--- src/rtl/alu_step_sequencer.sv ---
// Cycle-exact controller that steps a loadable program of ROM address triples through
// the ROM/MUX/ALU32 datapath and hands each settled result to a valid/ready consumer.
module alu_step_sequencer #(
  parameter int unsigned DEPTH  = 8,
  parameter int unsigned SETTLE = 2
) (
  input  logic                       clk,
  input  logic                       rst_n,
  input  logic                       prog_we,
  input  logic [$clog2(DEPTH)-1:0]   prog_addr,
  input  logic [8:0]                 prog_data,
  input  logic [$clog2(DEPTH):0]     prog_len,
  input  logic                       start,
  input  logic                       abort,
  output logic                       busy,
  output logic                       done,
  output logic [1:0]                 rom_a_addr,
  output logic [1:0]                 rom_b_addr,
  output logic [4:0]                 rom_c_addr,
  input  logic [31:0]                alu_result,
  input  logic                       alu_cout,
  input  logic                       alu_ovf,
  input  logic                       alu_zero,
  output logic                       res_valid,
  input  logic                       res_ready,
  output logic [31:0]                res_data,
  output logic [2:0]                 res_flags,
  output logic [$clog2(DEPTH)-1:0]   res_step
);

  localparam int unsigned AW = $clog2(DEPTH);
  localparam int unsigned LW = AW + 1;
  localparam int unsigned CW = 4;

  localparam logic [1:0] ST_IDLE   = 2'd0;
  localparam logic [1:0] ST_SETTLE = 2'd1;
  localparam logic [1:0] ST_WAIT   = 2'd2;
  localparam logic [1:0] ST_DONE   = 2'd3;

  typedef struct packed {
    logic [1:0] a_addr;
    logic [1:0] b_addr;
    logic [4:0] ctl_addr;
  } entry_t;

  logic [1:0]    state_q,     state_d;
  entry_t        prog_q [DEPTH];
  entry_t        prog_d [DEPTH];
  logic [LW-1:0] len_q,       len_d;
  logic [AW-1:0] step_q,      step_d;
  logic [CW-1:0] cnt_q,       cnt_d;
  logic          busy_q,      busy_d;
  logic          done_q,      done_d;
  logic [1:0]    a_q,         a_d;
  logic [1:0]    b_q,         b_d;
  logic [4:0]    c_q,         c_d;
  logic          res_valid_q, res_valid_d;
  logic [31:0]   res_data_q,  res_data_d;
  logic [2:0]    res_flags_q, res_flags_d;
  logic [AW-1:0] res_step_q,  res_step_d;

  logic [AW-1:0] step_inc;
  logic [LW-1:0] len_clip;
  logic          last_step;
  logic          cnt_last;
  entry_t        first_e;
  entry_t        next_e;

  assign step_inc  = step_q + AW'(1);
  assign len_clip  = (prog_len > LW'(DEPTH)) ? LW'(DEPTH) : prog_len;
  assign last_step = (LW'(step_q) == (len_q - LW'(1)));
  assign cnt_last  = (cnt_q == CW'(SETTLE - 1));
  assign first_e   = prog_q[0];
  assign next_e    = prog_q[step_inc];

  // Program store: writes land only while idle, including the start edge.
  always_comb begin
    prog_d = prog_q;
    if (prog_we && (state_q == ST_IDLE)) begin
      prog_d[prog_addr] = entry_t'(prog_data);
    end
  end

  // Next-state and registered-output logic; abort overrides every other transition.
  always_comb begin
    state_d     = state_q;
    len_d       = len_q;
    step_d      = step_q;
    cnt_d       = cnt_q;
    busy_d      = busy_q;
    done_d      = 1'b0;
    a_d         = a_q;
    b_d         = b_q;
    c_d         = c_q;
    res_valid_d = res_valid_q;
    res_data_d  = res_data_q;
    res_flags_d = res_flags_q;
    res_step_d  = res_step_q;

    if (abort && (state_q != ST_IDLE)) begin
      state_d     = ST_IDLE;
      busy_d      = 1'b0;
      res_valid_d = 1'b0;
    end else begin
      case (state_q)
        ST_IDLE: begin
          if (start && !abort) begin
            busy_d = 1'b1;
            if (prog_len == LW'(0)) begin
              state_d = ST_DONE;
              done_d  = 1'b1;
            end else begin
              state_d = ST_SETTLE;
              len_d   = len_clip;
              step_d  = AW'(0);
              cnt_d   = CW'(0);
              a_d     = first_e.a_addr;
              b_d     = first_e.b_addr;
              c_d     = first_e.ctl_addr;
            end
          end
        end

        ST_SETTLE: begin
          cnt_d = cnt_q + CW'(1);
          if (cnt_last) begin
            state_d     = ST_WAIT;
            res_valid_d = 1'b1;
            res_data_d  = alu_result;
            res_flags_d = {alu_cout, alu_ovf, alu_zero};
            res_step_d  = step_q;
          end
        end

        ST_WAIT: begin
          if (res_ready) begin
            res_valid_d = 1'b0;
            if (last_step) begin
              state_d = ST_DONE;
              done_d  = 1'b1;
            end else begin
              state_d = ST_SETTLE;
              step_d  = step_inc;
              cnt_d   = CW'(0);
              a_d     = next_e.a_addr;
              b_d     = next_e.b_addr;
              c_d     = next_e.ctl_addr;
            end
          end
        end

        ST_DONE: begin
          state_d = ST_IDLE;
          busy_d  = 1'b0;
        end

        default: begin
          state_d     = ST_IDLE;
          busy_d      = 1'b0;
          res_valid_d = 1'b0;
        end
      endcase
    end
  end

  always_ff @(posedge clk or negedge rst_n) begin
    if (!rst_n) begin
      state_q     <= ST_IDLE;
      len_q       <= '0;
      step_q      <= '0;
      cnt_q       <= '0;
      busy_q      <= 1'b0;
      done_q      <= 1'b0;
      a_q         <= '0;
      b_q         <= '0;
      c_q         <= '0;
      res_valid_q <= 1'b0;
      res_data_q  <= '0;
      res_flags_q <= '0;
      res_step_q  <= '0;
      for (int i = 0; i < int'(DEPTH); i++) begin
        prog_q[i] <= '0;
      end
    end else begin
      state_q     <= state_d;
      len_q       <= len_d;
      step_q      <= step_d;
      cnt_q       <= cnt_d;
      busy_q      <= busy_d;
      done_q      <= done_d;
      a_q         <= a_d;
      b_q         <= b_d;
      c_q         <= c_d;
      res_valid_q <= res_valid_d;
      res_data_q  <= res_data_d;
      res_flags_q <= res_flags_d;
      res_step_q  <= res_step_d;
      prog_q      <= prog_d;
    end
  end

  assign busy       = busy_q;
  assign done       = done_q;
  assign rom_a_addr = a_q;
  assign rom_b_addr = b_q;
  assign rom_c_addr = c_q;
  assign res_valid  = res_valid_q;
  assign res_data   = res_data_q;
  assign res_flags  = res_flags_q;
  assign res_step   = res_step_q;

endmodule

--- config.mk ---
export PLATFORM = sky130hd
export DESIGN_NAME = alu_step_sequencer
export DESIGN_NICKNAME = d
export VERILOG_FILES = /design/src/rtl/alu_step_sequencer.sv
export SDC_FILE = /design/constraint.sdc
export NUM_CORES = 1
export LEC_CHECK = 0
export ABC_AREA = 0
export CORE_MARGIN = 5
export CORE_UTILIZATION = 40
export CTS_CLUSTER_DIAMETER = 150
export DETAILED_ROUTE_END_ITERATION = 8
export PLACE_DENSITY = 0.68
export SYNTH_ARGS = -nofsm -noshare
export SYNTH_HDL_FRONTEND = slang
export SYNTH_SLANG_ARGS = --single-unit
--- constraint.sdc ---
create_clock -name clk -period 4.02 [get_ports clk]
set_input_delay 0.402 -clock clk [delete_from_list [all_inputs] [get_ports clk]]
set_output_delay 0.402 -clock clk [all_outputs]
set_load 0.005 [all_outputs]
==> results.md <==
- Status: finished, final reports clean
- # DRC: 0
- Clock tree buffer depth: 2
- Final Routed Wirelength: 13800 um
- Yosys warnings: 0
- Final slew viol count: 0
- Hold Buf Count CTS: 0
- DRT Pass-1 Iters: 4
- Die ar.: between 15000 and 20000 um^2
- Initial core utilization: 0.403
- GR Util All Layers: 0.162
- WL/cell: approximately 19 um
- GPL Wtd Cong: between 0.8 and 0.9
- Post-synth top area cell: dfrtp_1
- Final period utilization: 0.736
- Io pins: 107
- Setup Viol. Count Final: 0
- First-pass GRT wire length: 22500 um
- Tmin final: slightly below 3 ns
- FF-to-FF Start: state_q[0]
- Via/cell ratio: 5.28
- Crit path largest cell delay: ~0.87 ns
- Top cells by area, synth: dfrtp_1, mux2_2, mux4_2, ha_1, nand2_1
- Worst-path clk slew: roughly 0.060 ns
- Layout Nets: between 600 and 700
- Fmax: about 0.34 GHz
- Clock skew: 0.00785 ns
- Area share of the largest cell type after synthesis: 0.557
- Worst vdd ir: 0.000392 V
- PortBufs: 106
- Seq/Total Area, Yosys: 0.557
- Worst skew pair latency: approximately 0.42 ns
- Ys async rst share: 1.00
- Number of synthesized flops with an enable pin: 0
- CTS resizes: 0
- Lkg Pwr: around 3.4 nW
- GRT overflow: 0
- Die width: 133 um
- H-tree depth: 4
- Final ANT Viol Nets: 0
- Tightest Hold Check Type: input pin to asynchronous set/reset pin
- Cells along the critical path: inv_1 -> ha_1 -> a21oi_1 -> nor3_2 -> mux2_2
- Vias in the first global route: 4171
- Area delta synth->final: 31.3%
- RSZ-0062 raised after global routing: no
- Synth Flop Type: dfrtp_1
- Seq cells post-synth: 135
- Reg-to-reg slack, setup: roughly 1.1 ns
- Root buffer cell: clkbuf_16
- Row cnt: 45
- Critical Path AT: 3.26 ns
- Initial DRC count: ~180
- Clk sinks: roughly 140
- Average size of a mapped cell: about 14 um^2
- FF-to-FF End: rom_c_addr[1]
- Yosys cell types: 43
- Maximum capacitance violations: 0
- Largest net degree at the start of global routing: between 100 and 150
- Worst Setup End Kind: register
- Initial antenna violation count: 0
- CP top delay family: simple AND/OR/NAND/NOR gates
- WP depth: 5
- Syn Std Cell Area: 6060 um^2
- CP Launch Type: register
- Critical Path RT: around 4.3 ns
- Die height: between 100 and 150 um
- Core footprint: roughly 15000 um^2
- Cell count after synthesis: about 430
- Post-synthesis net count: 498
- Power per Cell Area: 793 nW/um^2
- Crit Path Max Fanout: 23
- Antenna diodes: 0
- Setup CP Type: register to register
- Worst slew margin: 0.281
- Worst slew pin tran: around 1.1 ns
- CTS tree: done
- Num CTS Buffers: 17
- Routed vias: about 3900
- Slowest-stage cell, CP: nor3_2
- Setup TNS: 0 ns
- Worst path bufs/invs: 1
- Share of cells above drive strength 1: 0.303
- DP Area: 7320 um^2
- DP HPWL: just over 9000 um
- Register-to-Register Path Depth: 5
- Post-CTS setup buffers: 0
- Endpoints failing hold: 0
- Fin area: 7960 um^2
[Yosys cell counts, types with 5 or more instances]
library cell,number
ha_1,9
clkbuf_1,10
mux2_2,111
nor2_1,23
a21oi_1,5
buf_2,5
dfrtp_1,135
mux4_2,18
nand2_1,29
a31oi_1,9
mux2_1,8
inv_1,10
nand2b_1,9
[report_power, final]
group | internal (mW) | switching, mW
combinational | 1.39 | 0.886
sequential | 2.00 | 0.359
clock | 1.10 | 0.574
total | 4.49 | 1.82
[cells by family after synthesis]
logic type / after synthesis / share of synthesized area
DFF: 135 / 0.557
and+or+nand+nor: 81 / 0.0646
xor gates and xnor gates: 5 / 0.00723
adders and majority gates: 9 / 0.0186
muxes: 141 / 0.295
buffers and inverters: 27 / 0.0190
AOI/OAI and AO/OA: 34 / 0.0386
[flip-flops by register name (all words and copies together), names as in the netlist]
signal / flops
rom_a_addr: 2
rom_c_addr: 5
cnt_q: 4
busy: 1
res_data: 32
prog_q: 63
done: 1
rom_b_addr: 2
len_q: 4
res_valid: 1
res_flags: 3
res_step: 3
first_e: 9
step_q: 3
state_q: 2
[area by class of cell]
class / instances / area (um^2)
Tap cell: 188 / 235
Sequential cell: 135 / 3380
Fill cell: 1251 / 7080
Clock inverter: 12 / 200
Inverter: 10 / 37.5
Multi-Input combinational cell: 270 / 2570
Timing Repair Buffer: 111 / 1100
Clock buffer: 20 / 437
[worst max path at each step]
stage,to,start,slack [ns]
2_1_floorplan,rom_a_addr[0],step_q[0],1.90
3_3_place_gp,rom_c_addr[1],state_q[0],1.16
3_5_place_dp,rom_c_addr[0],state_q[0],1.10
4_1_cts,rom_c_addr[1],state_q[0],1.08
5_1_grt,rom_c_addr[1],state_q[0],0.84
6_report,rom_c_addr[1],state_q[0],1.06
[layer usage]
metal | GRT usage | vias to the layer above | wire length, um
met5 | 0 | - | 0
met4 | 0.0571 | 0 | 202
met3 | 0.0427 | 16 | 465
met2 | 0.277 | 68 | 7300
met1 | 0.199 | 2054 | 5860
li1 | - | 1800 | -
[through the flow]
stage / power (mW) / worst slack, ns / cells / hold WS, ns / util
finish: 6.31 / 1.06 / 746 / 0.0823 / 0.529
global placement: 4.58 / 1.16 / 714 / 0.471 / 0.487
CTS: 6.38 / 1.08 / 746 / 0.177 / 0.529
detailed placement: 4.67 / 1.10 / 714 / 0.479 / 0.487
global route: 6.68 / 0.843 / 746 / 0.203 / 0.529
floorplan: 3.73 / 1.90 / 432 / 0.106 / -
[worst register-to-register path: cells and delay by family, from the launching register on]
family	cells	cell delay, ns
AND/OR/NAND/NOR	1	0.87
adder cells (fa/ha/maj)	1	0.72
multiplexers	1	0.42
flip-flops	1	0.40
AO/OA/AOI/OAI	1	0.30
buffers and inverters	1	0.14
[placed cells by master, fill, tap and decap left out, types with 8 or more instances in the layout]
cell,netlist,final
dfrtp_1,135,135
mux2_2,111,111
clkdlybuf4s50_1,0,105
nand2_1,29,29
nor2_1,23,23
mux4_2,18,18
clkbuf_16,0,17
inv_1,10,10
nand2b_1,9,9
a31oi_1,9,9
ha_1,9,9
mux2_1,8,8
Note: power is estimated with default switching activity, not from simulation.
